<file path="src/rtl/rc_pulse_decoder_pkg.sv">
// Shared command encodings and decoder states for the RC pulse decoder and
// the steering/throttle PWM generator, so both ends agree on the code values.
package rc_pulse_decoder_pkg;

  typedef enum logic [1:0] {
    ARM  = 2'd0,
    IDLE = 2'd1,
    HIGH = 2'd2
  } rc_state_e;

  localparam logic [1:0] CODE_NEUTRAL = 2'b00;
  localparam logic [1:0] CODE_LOW     = 2'b01;
  localparam logic [1:0] CODE_HIGH    = 2'b10;

  localparam int WIDTH_BITS = 12;

  localparam int DEF_TICKS_PER_US = 50;
  localparam int DEF_MIN_US       = 900;
  localparam int DEF_MAX_US       = 2100;
  localparam int DEF_CENTER_LO_US = 1400;
  localparam int DEF_CENTER_HI_US = 1600;
  localparam int DEF_TIMEOUT_US   = 25000;

  // Widths inside the centre band (bounds included) are neutral.
  function automatic logic [1:0] decode_width(input logic [WIDTH_BITS-1:0] width,
                                              input logic [WIDTH_BITS-1:0] lo,
                                              input logic [WIDTH_BITS-1:0] hi);
    logic [1:0] result;
    result = CODE_NEUTRAL;
    if (width < lo) begin
      result = CODE_LOW;
    end else if (width > hi) begin
      result = CODE_HIGH;
    end
    return result;
  endfunction

endpackage

</file>
<file path="src/rtl/rc_pulse_decoder_sync_edge.sv">
// Two-flop synchronizer plus a history flop giving rise/fall strobes.
// primed_o goes high once s2 holds a genuine sample of the pin after reset.
module sync_edge (
  input  logic clk,
  input  logic rst,
  input  logic d_i,
  output logic level_o,
  output logic rise_o,
  output logic fall_o,
  output logic primed_o
);

  logic       s1_q;
  logic       s2_q;
  logic       s3_q;
  logic [1:0] fill_q;

  always_ff @(posedge clk or posedge rst) begin
    if (rst) begin
      s1_q   <= 1'b0;
      s2_q   <= 1'b0;
      s3_q   <= 1'b0;
      fill_q <= 2'd0;
    end else begin
      s1_q <= d_i;
      s2_q <= s1_q;
      s3_q <= s2_q;
      if (fill_q != 2'd2) begin
        fill_q <= fill_q + 2'd1;
      end
    end
  end

  assign level_o  = s2_q;
  assign rise_o   = s2_q & ~s3_q;
  assign fall_o   = ~s2_q & s3_q;
  assign primed_o = (fill_q == 2'd2);

endmodule

</file>
<file path="src/rtl/rc_pulse_decoder.sv">
// Measures the high time of an RC servo pulse in microseconds and turns each
// accepted pulse into a 2-bit command code, with a loss-of-signal fail-safe.
module rc_pulse_decoder
  import rc_pulse_decoder_pkg::*;
#(
  parameter int TICKS_PER_US = DEF_TICKS_PER_US,
  parameter int MIN_US       = DEF_MIN_US,
  parameter int MAX_US       = DEF_MAX_US,
  parameter int CENTER_LO_US = DEF_CENTER_LO_US,
  parameter int CENTER_HI_US = DEF_CENTER_HI_US,
  parameter int TIMEOUT_US   = DEF_TIMEOUT_US
) (
  input  logic                  clk,
  input  logic                  rst,
  input  logic                  pulse_in,
  output logic [WIDTH_BITS-1:0] width_us,
  output logic [1:0]            code,
  output logic                  pulse_valid,
  output logic                  pulse_err,
  output logic                  signal_lost
);

  localparam int PRESC_W = (TICKS_PER_US > 1) ? $clog2(TICKS_PER_US) : 1;
  localparam int LOST_W  = $clog2(TIMEOUT_US + 1);

  localparam logic [PRESC_W-1:0]    PRESC_LAST = PRESC_W'(TICKS_PER_US - 1);
  localparam logic [LOST_W-1:0]     LOST_LIMIT = LOST_W'(TIMEOUT_US);
  localparam logic [WIDTH_BITS-1:0] MIN_W      = WIDTH_BITS'(MIN_US);
  localparam logic [WIDTH_BITS-1:0] MAX_W      = WIDTH_BITS'(MAX_US);
  localparam logic [WIDTH_BITS-1:0] CLO_W      = WIDTH_BITS'(CENTER_LO_US);
  localparam logic [WIDTH_BITS-1:0] CHI_W      = WIDTH_BITS'(CENTER_HI_US);

  logic line;
  logic rise;
  logic fall;
  logic primed;

  rc_state_e             state_q,     state_d;
  logic [PRESC_W-1:0]    presc_q,     presc_d;
  logic [WIDTH_BITS-1:0] width_cnt_q, width_cnt_d;
  logic [LOST_W-1:0]     lost_cnt_q,  lost_cnt_d;
  logic [WIDTH_BITS-1:0] width_q,     width_d;
  logic [1:0]            code_q,      code_d;
  logic                  valid_q,     valid_d;
  logic                  err_q,       err_d;
  logic                  lost_q,      lost_d;

  logic us_tick;
  logic in_range;
  logic accept;
  logic reject;
  logic overrun;

  sync_edge u_sync (
    .clk      (clk),
    .rst      (rst),
    .d_i      (pulse_in),
    .level_o  (line),
    .rise_o   (rise),
    .fall_o   (fall),
    .primed_o (primed)
  );

  assign us_tick  = (presc_q == PRESC_LAST);
  assign in_range = (width_cnt_q >= MIN_W) && (width_cnt_q <= MAX_W);
  assign accept   = (state_q == HIGH) && fall && in_range;
  assign reject   = (state_q == HIGH) && fall && !in_range;
  // A tick at MAX would push the count past the longest legal pulse.
  assign overrun  = (state_q == HIGH) && !fall && us_tick && (width_cnt_q >= MAX_W);

  always_ff @(posedge clk or posedge rst) begin
    if (rst) begin
      state_q <= ARM;
    end else begin
      state_q <= state_d;
    end
  end

  always_comb begin
    state_d = state_q;
    case (state_q)
      ARM:     if (primed && !line) state_d = IDLE;
      IDLE:    if (rise) state_d = HIGH;
      HIGH: begin
        if (fall) begin
          state_d = IDLE;
        end else if (overrun) begin
          state_d = ARM;
        end
      end
      default: state_d = ARM;
    endcase
  end

  always_comb begin
    presc_d     = (rise || us_tick) ? '0 : presc_q + PRESC_W'(1);
    width_cnt_d = width_cnt_q;
    lost_cnt_d  = lost_cnt_q;
    width_d     = width_q;
    code_d      = code_q;
    lost_d      = lost_q;
    valid_d     = accept;
    err_d       = reject | overrun;

    if (state_q == IDLE && rise) begin
      width_cnt_d = '0;
    end else if (state_q == HIGH && us_tick && !overrun) begin
      width_cnt_d = width_cnt_q + WIDTH_BITS'(1);
    end

    if (accept) begin
      lost_cnt_d = '0;
    end else if (us_tick && lost_cnt_q != LOST_LIMIT) begin
      lost_cnt_d = lost_cnt_q + LOST_W'(1);
    end

    // An accepted pulse takes priority over a timeout expiring the same cycle.
    if (accept) begin
      width_d = width_cnt_q;
      code_d  = decode_width(width_cnt_q, CLO_W, CHI_W);
      lost_d  = 1'b0;
    end else if (lost_cnt_q == LOST_LIMIT) begin
      code_d = CODE_NEUTRAL;
      lost_d = 1'b1;
    end
  end

  always_ff @(posedge clk or posedge rst) begin
    if (rst) begin
      presc_q     <= '0;
      width_cnt_q <= '0;
      lost_cnt_q  <= '0;
      width_q     <= '0;
      code_q      <= CODE_NEUTRAL;
      valid_q     <= 1'b0;
      err_q       <= 1'b0;
      lost_q      <= 1'b1;
    end else begin
      presc_q     <= presc_d;
      width_cnt_q <= width_cnt_d;
      lost_cnt_q  <= lost_cnt_d;
      width_q     <= width_d;
      code_q      <= code_d;
      valid_q     <= valid_d;
      err_q       <= err_d;
      lost_q      <= lost_d;
    end
  end

  assign width_us    = width_q;
  assign code        = code_q;
  assign pulse_valid = valid_q;
  assign pulse_err   = err_q;
  assign signal_lost = lost_q;

endmodule

</file>
<file path="config.mk">
export PLATFORM = sky130hd
export DESIGN_NAME = rc_pulse_decoder
export DESIGN_NICKNAME = d
export VERILOG_FILES = /design/src/rtl/rc_pulse_decoder_pkg.sv /design/src/rtl/rc_pulse_decoder_sync_edge.sv /design/src/rtl/rc_pulse_decoder.sv
export SDC_FILE = /design/constraint.sdc
export NUM_CORES = 1
export LEC_CHECK = 0
export CELL_PAD_IN_SITES_DETAIL_PLACEMENT = 1
export CELL_PAD_IN_SITES_GLOBAL_PLACEMENT = 1
export CORE_MARGIN = 8
export CORE_UTILIZATION = 40
export DETAILED_ROUTE_END_ITERATION = 8
export GPL_ROUTABILITY_DRIVEN = 1
export HOLD_SLACK_MARGIN = 0.06
export PLACE_DENSITY_LB_ADDON = 0.1
export SETUP_SLACK_MARGIN = 0.3
export SLEW_MARGIN = 5
export SYNTH_ARGS = -nofsm -noshare
export SYNTH_HDL_FRONTEND = slang
export SYNTH_SLANG_ARGS = --single-unit
</file>
<file path="constraint.sdc">
create_clock -name clk -period 2.55 [get_ports clk]
set_input_delay 0.3825 -clock clk [delete_from_list [all_inputs] [get_ports clk]]
set_output_delay 0.3825 -clock clk [all_outputs]
set_load 0.1 [all_outputs]
</file>
==> out/results.ini, run 1 <==
[clocking]
insertion_delay_ps=330
holdBufCountCts=0
h-tree-depth=3
cts_tree=yes
cts_setup_buffers=0
clk_pin_slew_ps=70
cts_resized=0
clock_sinks=57
clock-root-buffer=clkbuf_8
ctsLongestPathBuffers=2
cts_buffers=9

[power_and_ir_drop]
clock_power_share=0.414
p_leak_nw=1.59
swShare=0.247
comb_power_share=0.052
p_int_mw=1.37
powerDensity_nw_per_um2=567
vdd_drop_max_uv=281
p_switching_mw=0.450
p_seq_frac=0.533

[grt]
antenna_found_initial=0
grt_pass1_wl_mm=10.4
grt_max_degree=58
grt_overflow=0
grt_pass1_vias=2107
track_usage=0.134

[yosys]
synth_top_family_by_area=simple AND/OR/NAND/NOR gates
ys.flop_type=dfrtp_1
synth.distinct_cells=36
synth_top_cell_by_area=dfrtp_1
synth_edf_count=0
mappedNetlistArea_um2=2750
synth_top_cell_area_share=0.510
synth_compound_area_frac=0.0456
synthAdderAreaFrac=0.0319
yosys.area_share.simple=0.204
ys_top_cells_by_count=dfrtp_1 (56), nor2_1 (41), nand3_1 (24), xor2_1 (22), nand2_1 (14)
avgSynthCellArea_um2=10.5
ys_top_cells_by_area=dfrtp_1 (51%), xor2_1 (7.0%), nor2_1 (5.6%)
syn-num-nets=272
ys_ff_latch=57
seq_area_frac_synth=0.520
synthArstFlopShare=1.00
ys_warn_count=0
synth_xor_area_frac=0.0957
synth.most_common_cell=dfrtp_1
synth.area.mux_share=0.0638
syn_inst=262

[sta]
holdWs_ps=373
worstMarginPinSlew_ps=566
relSlewSlack=0.620
hold_viol=0
fin_crit_sh=0.849
slew_violations=0
clock.fmax_ghz=0.462
worst_slack_ps=386
rsz0062_at_grt=no
setup_violations=0
fin_setup_tns_ps=0
fin_crit_ps=2160
skew_ps=8.54

[drt]
num_vias=1935
firstDrtPassIters=4
top_layer=met4
drc=0
totalWireLength_mm=5.86
drt_iter0_markers=56
met1_length_mm=2.64
via_per_inst=5.15
postRouteAntennaNets=0
wl_met3_um=175
wire_per_inst_um=15.6
routed-wl-met2_mm=2.98

[run_status]
status=finished, final reports clean

[worst_setup_path]
path_class=flop to flop
crit_path_start_kind=flop
crit_chain=or4_4 > nor2_1 > a31oi_1 > nor3_4 > buf_4 > mux2_1
worst-path-max-fanout=7
crit_required_ps=2770
cp.arrival_ps=2380
worstRegToRegCells=6
cpMaxStageDelayCell=or4_4
max_stage_delay_ps=550
endpoint_kind=flop

[hold_path]
min_path_cells=0
hp-class=flop to flop

[floorplan]
initial_core_util=0.409
placeableCoreArea_um2=6720
dieArea_um2=9770
ios=20
floorplan.die.height_um=98.8
rows=30
dieWidth_um=98.8

[flow_run]
maxCapViolCount=0

[placed_design]
numPortBuffers=19
globalplace.congestion=0.811
hpwl_mm=4.14
postPlaceCellArea_um2=3030
pre_cts_ws_ps=354

[finish]
multi_input_area_um2=1220
seqCellArea_um2=1430
diodes=0
post_route_cells_drive_above_1_share=0.172
fin_area_um2=3220
fill_cells=745
nets=301
area_delta_synth_final_pct=17.3

-- flip-flops by register name (all words and copies together) (netlist names), 2 cells and up --
signal,count
u_sync.fill_q,2
state_q,2
lost_cnt_q,15
presc_q,6
code,2
width_cnt_q,12
width_us,12
-- cell usage in the layout (no fill, tap or decap), types with 6 or more instances in the layout --
cell type and instances:
nand2_1 14, dfrtp_1 55, clkbuf_8 11, xor2_1 22
buf_4 26, nand3_1 24, nor2_1 41, xnor2_1 8
mux2_1 12, inv_1 11, nand4_1 6, ha_1 7
-- critical path, delay by kind of cell (launching register included) --
kind | cells | cell delay [ps]
multiplexers | 1 | 330
AO/OA/AOI/OAI | 1 | 150
AND/OR/NAND/NOR | 3 | 900
flip-flops | 1 | 460
buffers and inverters | 1 | 200
-- routing by layer --
metal | global-route usage | vias up
met5 | 0 | -
li1 | - | 944
met3 | 0.0479 | 6
met4 | 0.0460 | 0
met1 | 0.156 | 968
met2 | 0.222 | 17
-- worst paths after layout --
path	start	slack, ps	endpoint
setup / recovery	width_cnt_q[8]	390	width_us[0]
hold / removal	u_sync.s1_q	370	u_sync.level_o
setup reg to reg	width_cnt_q[8]	390	width_us[0]
hold reg to reg	u_sync.s1_q	370	u_sync.level_o
max in group asynchronous	rst	1830	signal_lost
min in group asynchronous	rst	430	pulse_valid
-- stage by stage --
stage          utilization  cells  power (mW)
2_1_floorplan            -    262        1.05
3_3_place_gp         0.451    360        1.09
3_5_place_dp         0.451    360        1.09
4_1_cts              0.478    376        1.87
5_1_grt              0.479    376        1.93
6_report             0.479    376        1.82
-- power by group through the flow --
| stage | sequential [mW] | clock (mW) | combinational, mW |
|---|---|---|---|
| global route | 0.978 | 0.834 | 0.113 |
| global placement | 0.989 | 0 | 0.0956 |
| floorplan | 0.972 | 0 | 0.0808 |
| CTS | 0.973 | 0.794 | 0.0986 |
| finish | 0.973 | 0.755 | 0.0956 |
| detailed placement | 0.989 | 0 | 0.0988 |
-- layout make-up --
cell class | instances | area share
repair buffers | 30 | 0.0766
flip-flops and latches | 57 | 0.444
clock buffers | 11 | 0.0470
inverters | 12 | 0.0140
clock inverters | 5 | 0.00933
well taps | 80 | 0.0311
multi-input cells | 181 | 0.378
-- kinds of logic after synthesis --
group / count (synthesis)
multiplexers: 16
adder cells (fa/ha/maj): 7
buffers and inverters: 24
XOR/XNOR: 30
flip-flops: 57
AND/OR/NAND/NOR: 112
AO/OA/AOI/OAI: 16
Note: power is estimated with default switching activity, not from simulation.
==> inputs of run 2 (changes only) <==
clock period = 2 ns   (was 2.55 ns; I/O delays follow)
==> run 2 against run 1 <==
Effect of this change: sequential share of layout area is 4.6 points lower; cell count grew 4.5%; utilization increased by 5.5 points; sequential power increased by 27%; largest cell class unchanged; combinational power up 31%; fmax is 9.4% higher; via count is 6.7% higher; first-iteration DRC count is 7.1% higher; largest power group unchanged; worst hold slack worse by 130 ps; clock power grew 38%.
==> out/results.ini, run 2 (synthesis gave the netlist of run 1 again) <==
[run_status]
status=finished, final reports clean

[floorplan]
dieWidth_um=98.8  ; unchanged
placeableCoreArea_um2=6720  ; unchanged
floorplan.die.height_um=98.8  ; unchanged
ios=20  ; unchanged
initial_core_util=0.409  ; unchanged
rows=30  ; unchanged
dieArea_um2=9770  ; unchanged

[worst_setup_path]
cp.depth=6  ; unchanged
worstRegToRegCells=6  ; unchanged
cpMaxStageDelayCell=or4_4
max_stage_delay_ps=570  ; +20 ps
r2r_slack_ps=20  ; -360 ps
path_class=flop to flop
r2r-start=width_cnt_q[10]
endpoint_kind=flop
crit_family=simple AND/OR/NAND/NOR gates
worst-path-max-fanout=8  ; +1
path_buf_inv=1  ; unchanged
cp.arrival_ps=2190  ; -190 ps
endpoint=width_us[0]
cp-startpoint=width_cnt_q[10]
crit_required_ps=2210  ; -560 ps
worstReg2RegEnd=width_us[0]
crit_path_start_kind=flop
crit_chain=or4_4 > nor2_4 > a31oi_4 > nor3_4 > buf_6 > mux2_1

[sta]
fin_crit_sh=0.989  ; +0.140
worstMarginPinSlew_ps=477  ; -88.2 ps
setup_violations=0  ; unchanged
hold_viol=0  ; unchanged
relSlewSlack=0.682  ; +0.0617
fin_crit_ps=1980  ; -186 ps
rsz0062_at_grt=yes
holdWs_ps=242  ; -131 ps
worst_slack_ps=21.9  ; -364 ps
clock.fmax_ghz=0.506  ; +9.4%
skew_ps=4.84  ; -3.70 ps
slew_violations=0  ; unchanged

[drt]
drc=0  ; unchanged
via_per_inst=5.25  ; +2.1%
firstDrtPassIters=4  ; unchanged
wire_per_inst_um=16.6  ; +6.2%
num_vias=2065  ; +6.7%
drt_iter0_markers=60  ; +7.1%
totalWireLength_mm=6.51  ; +11%
postRouteAntennaNets=0  ; unchanged

[power_and_ir_drop]
powerDensity_nw_per_um2=671  ; +18%
vdd_drop_max_uv=401  ; +43%
p_leak_nw=1.69  ; +6.2%

[finish]
mostFrequentLayoutCells=dfrtp_1 (56), buf_4 (36), nor2_1 (25)
nets=318  ; +5.6%
top_register=lost_cnt_q
post_route_cells_drive_above_1_share=0.288  ; +0.115
fill_cells=722  ; -3.1%
largest_reg_flops=15  ; unchanged
area_delta_synth_final_pct=30.9
diodes=0  ; unchanged
multi_input_area_um2=1390  ; +14%
final_common_cell=dfrtp_1
seqCellArea_um2=1430  ; about the same

[clocking]
clock-root-buffer=clkbuf_8
cts_buffers=9  ; unchanged
ctsLongestPathBuffers=2  ; unchanged
clock_sinks=57  ; unchanged
h-tree-depth=3  ; unchanged
cts_tree=yes
clk_pin_slew_ps=60  ; about the same
insertion_delay_ps=330  ; about the same

[placed_design]
globalplace.congestion=0.729  ; -10%
hpwl_mm=4.39  ; +6.0%
pre_cts_ws_ps=6.21  ; -348 ps
numPortBuffers=19  ; unchanged

[grt]
grt_pass1_vias=2244  ; +6.5%
grt_max_degree=45  ; -22%
grt_overflow=0  ; unchanged
grt_pass1_wl_mm=11.3  ; +8.8%
track_usage=0.149  ; +0.0148
antenna_found_initial=0  ; unchanged

[hold_path]
hp-class=input port to asynchronous set/reset pin

[flow_run]
maxCapViolCount=0  ; unchanged

==> run 2: area by class of cell <==
| class | count | share of cell area |
|---|---|---|
| flip-flops and latches | 57 | 0.397 |
| clock inverters | 3 | 0.0111 |
| multi-input cells | 181 | 0.386 |
| well taps | 80 | 0.0279 |
| clock buffers | 13 | 0.0414 |
| repair buffers | 47 | 0.123 |
| inverters | 12 | 0.0125 |
==> run 2: where the power goes <==
part | leakage (nW) | switching (mW) | total [mW] | internal [mW]
Sequential | 0.772 | 0.0535 | 1.24 | 1.19
Combinational | 0.820 | 0.0714 | 0.125 | 0.0531
Clock | 0.0974 | 0.435 | 1.04 | 0.606
Total | 1.69 | 0.560 | 2.41 | 1.85
==> run 2: timing repair <==
| action | CTS | global route |
|---|---|---|
| gates resized for setup | 33 | 14 |
| endpoints found under the setup margin | 45 | 51 |
| setup buffers | 3 | 1 |
| pin swaps | 12 | 2 |
| cloned | 1 | 0 |
| hold buffers | 0 | 0 |
==> run 2: worst register-to-register path: stages, from the launching register on <==
cell and delay, ps:
dfrtp_1 370, or4_4 570, nor2_4 140, a31oi_4 110
nor3_4 170, buf_6 180, mux2_1 320
==> run 2: metal layers <==
metal  up-vias  routed length (µm)  share of wire  global-route usage
met5         -                   0              0                   0
met4         0                 157          0.024              0.0909
met3        11                 136          0.021              0.0324
met2        28                3290           0.51               0.241
met1      1045                2920           0.45               0.176
li1        981                   -              -                   -
==> run 2: through the flow <==
step           total power [mW]  cells  area (µm²)   util  setup TNS (ps)
2_1_floorplan              1.34    262        2770      -            -106
3_3_place_gp               1.38    372        3140  0.467               0
3_5_place_dp               1.39    372        3140  0.467               0
4_1_cts                    2.45    392        3530  0.525               0
5_1_grt                    2.52    393        3590  0.535           -1200
6_report                   2.41    393        3590  0.535               0
==> run 2: how the worst min path moves through the flow <==
stage	cells past startpoint	endpoint	slack (ps)	from
after global routing	2	u_sync.fill_q[0]	260	rst
after CTS	2	u_sync.fill_q[0]	240	rst
after global placement	0	u_sync.level_o	340	u_sync.s1_q
final	2	u_sync.fill_q[0]	240	rst
after floorplan	0	u_sync.level_o	330	u_sync.s1_q
after detailed placement	0	u_sync.level_o	340	u_sync.s1_q
==> inputs of run 3 (changes only) <==
==> constraint.sdc (replaced) <==
create_clock -name clk -period 1.85 [get_ports clk]
set_input_delay 0.555 -clock clk [delete_from_list [all_inputs] [get_ports clk]]
set_output_delay 0.555 -clock clk [all_outputs]
set_load 0.1 [all_outputs]
==> run 3 against run 2 <==
Effect of this change: sequential power up 9%; via count up 1.5%; non-clock buffer count up 7; register-to-register slack worse by 200 ps; highest routed layer unchanged; die area unchanged; largest cell class unchanged; sequential share of layout area down 2.4 points; utilization up 3.4 points; sequential cell count unchanged; critical endpoint is now lost_cnt_q[6]; power up 12%; cell count up 1.8%; the flow now finishes with violations (negative setup slack); fmax down 2.5%.
==> out/results.ini, run 3 (synthesis gave the netlist of run 1 again) <==
[worst_setup_path]
cp.arrival_ps=2260  ; +70 ps
max_stage_delay_ps=570  ; about the same
crit_required_ps=2080  ; -130 ps
cpMaxStageDelayCell=or4_4
crit_path_start_kind=flop
endpoint_kind=flop
cpMostUsedCell=buf_6
path_class=flop to flop
path_buf_inv=3  ; +2
crit_family=simple AND/OR/NAND/NOR gates
crit_chain=or4_4 > nor2_4 > a31oi_4 > nor3_4 > buf_6 > buf_6 > clkbuf_16 > nor2_2
worst-path-max-fanout=8  ; unchanged

[finish]
area_delta_synth_final_pct=39.2
fin_area_um2=3820  ; +6.4%
largest_reg_flops=15  ; unchanged
final_common_cell=dfrtp_1
top_register=lost_cnt_q
diodes=0  ; unchanged
nets=325  ; +2.2%
post_route_cells_drive_above_1_share=0.309  ; +0.0218
final_util=0.569  ; +0.0341
mostFrequentLayoutCells=dfrtp_1 (56), nor2_1 (30), buf_4 (28)
fill_cells=716  ; -0.83%

[drt]
totalWireLength_mm=6.91  ; +6.2%
num_vias=2097  ; +1.5%
drt_iter0_markers=59  ; -1.7%
firstDrtPassIters=4  ; unchanged
drc=0  ; unchanged
wire_per_inst_um=17.3  ; +4.3%
postRouteAntennaNets=0  ; unchanged
via_per_inst=5.24  ; -0.23%

[sta]
slew_violations=0  ; unchanged
holdWs_ps=350  ; +108 ps
fin_crit_ps=2030  ; +50.0 ps
rsz0062_at_grt=yes
clock.fmax_ghz=0.493  ; -2.5%
worst_slack_ps=-178  ; -200 ps
skew_ps=5.80  ; +0.955 ps
fin_crit_sh=1.10  ; +0.107
hold_viol=0  ; unchanged
worstMarginPinSlew_ps=413  ; -64.5 ps
relSlewSlack=0.722  ; +0.0405
setup_violations=44  ; +44

[power_and_ir_drop]
p_leak_nw=1.76  ; +4.0%
powerDensity_nw_per_um2=708  ; +5.6%
vdd_drop_max_uv=410  ; +2.3%

[clocking]
holdBufCountCts=0  ; unchanged
clock_sinks=57  ; unchanged
clk_pin_slew_ps=70  ; about the same
h-tree-depth=3  ; unchanged
cts_buffers=9  ; unchanged
clock-root-buffer=clkbuf_8
insertion_delay_ps=330  ; about the same
ctsLongestPathBuffers=2  ; unchanged
cts_tree=yes

[grt]
grt_overflow=0  ; unchanged
antenna_found_initial=0  ; unchanged
grt_max_degree=58  ; +29%
grt_pass1_wl_mm=11.5  ; +1.9%
track_usage=0.149  ; +0.000343
grt_pass1_vias=2325  ; +3.6%

[hold_path]
hp-class=flop to flop

[floorplan]
ios=20  ; unchanged
floorplan.die.height_um=98.8  ; unchanged
dieWidth_um=98.8  ; unchanged
placeableCoreArea_um2=6720  ; unchanged
rows=30  ; unchanged
initial_core_util=0.409  ; unchanged
dieArea_um2=9770  ; unchanged

[placed_design]
hpwl_mm=4.55  ; +3.5%
numPortBuffers=19  ; unchanged
globalplace.congestion=0.801  ; +10%
postPlaceCellArea_um2=3390  ; +8.1%
pre_cts_ws_ps=-135  ; -141 ps

[run_status]
status=finished, violations left
violations=negative setup slack

[flow_run]
maxCapViolCount=0  ; unchanged

-- run 3: power breakdown --
group	leakage (nW)	switching (mW)	internal, mW
Sequential	0.772	0.0617	1.29
Clock	0.107	0.491	0.732
Combinational	0.878	0.0757	0.0597
-- run 3: area by class of cell --
cell class | instances | area, µm² | share of cell area
Multi-Input combinational cell | 181 | 1360 | 0.355
Tap cell | 80 | 100 | 0.0262
Clock buffer | 14 | 173 | 0.0452
Timing Repair Buffer | 54 | 679 | 0.178
Clock inverter | 2 | 35.0 | 0.00917
Sequential cell | 57 | 1430 | 0.374
Inverter | 12 | 48.8 | 0.0128
-- run 3: final timing paths --
path	cells past startpoint	slack (ps)	start	to
worst min-delay path	0	350	u_sync.s1_q	u_sync.level_o
worst min register to register	0	350	u_sync.s1_q	u_sync.level_o
worst max register to register	8	-180	width_cnt_q[8]	lost_cnt_q[6]
max in group asynchronous	3	900	rst	signal_lost
worst max-delay path	8	-180	width_cnt_q[8]	lost_cnt_q[6]
min in group asynchronous	3	640	rst	width_us[0]
-- run 3: stage by stage --
step / power [mW] / TNS (ps) / cells
finish: 2.71 / -5270 / 400
CTS: 2.74 / -3370 / 396
detailed placement: 1.51 / -2680 / 377
floorplan: 1.45 / -2830 / 262
global route: 2.82 / -7750 / 400
global placement: 1.50 / -1170 / 377
-- run 3: per-layer routing --
| metal | track usage | vias to the layer above | routed length (µm) |
|---|---|---|---|
| met2 | 0.245 | 28 | 3590 |
| li1 | - | 992 | - |
| met4 | 0.0519 | 0 | 110 |
| met5 | 0 | - | 0 |
| met3 | 0.0458 | 10 | 215 |
| met1 | 0.179 | 1067 | 3000 |
-- run 3: timing repair --
action | in CTS | in global routing
gates resized for setup | 15 | 24
endpoints found under the setup margin | 52 | 53
setup buffers | 3 | 3
cloned | 0 | 1
pin swaps | 0 | 9
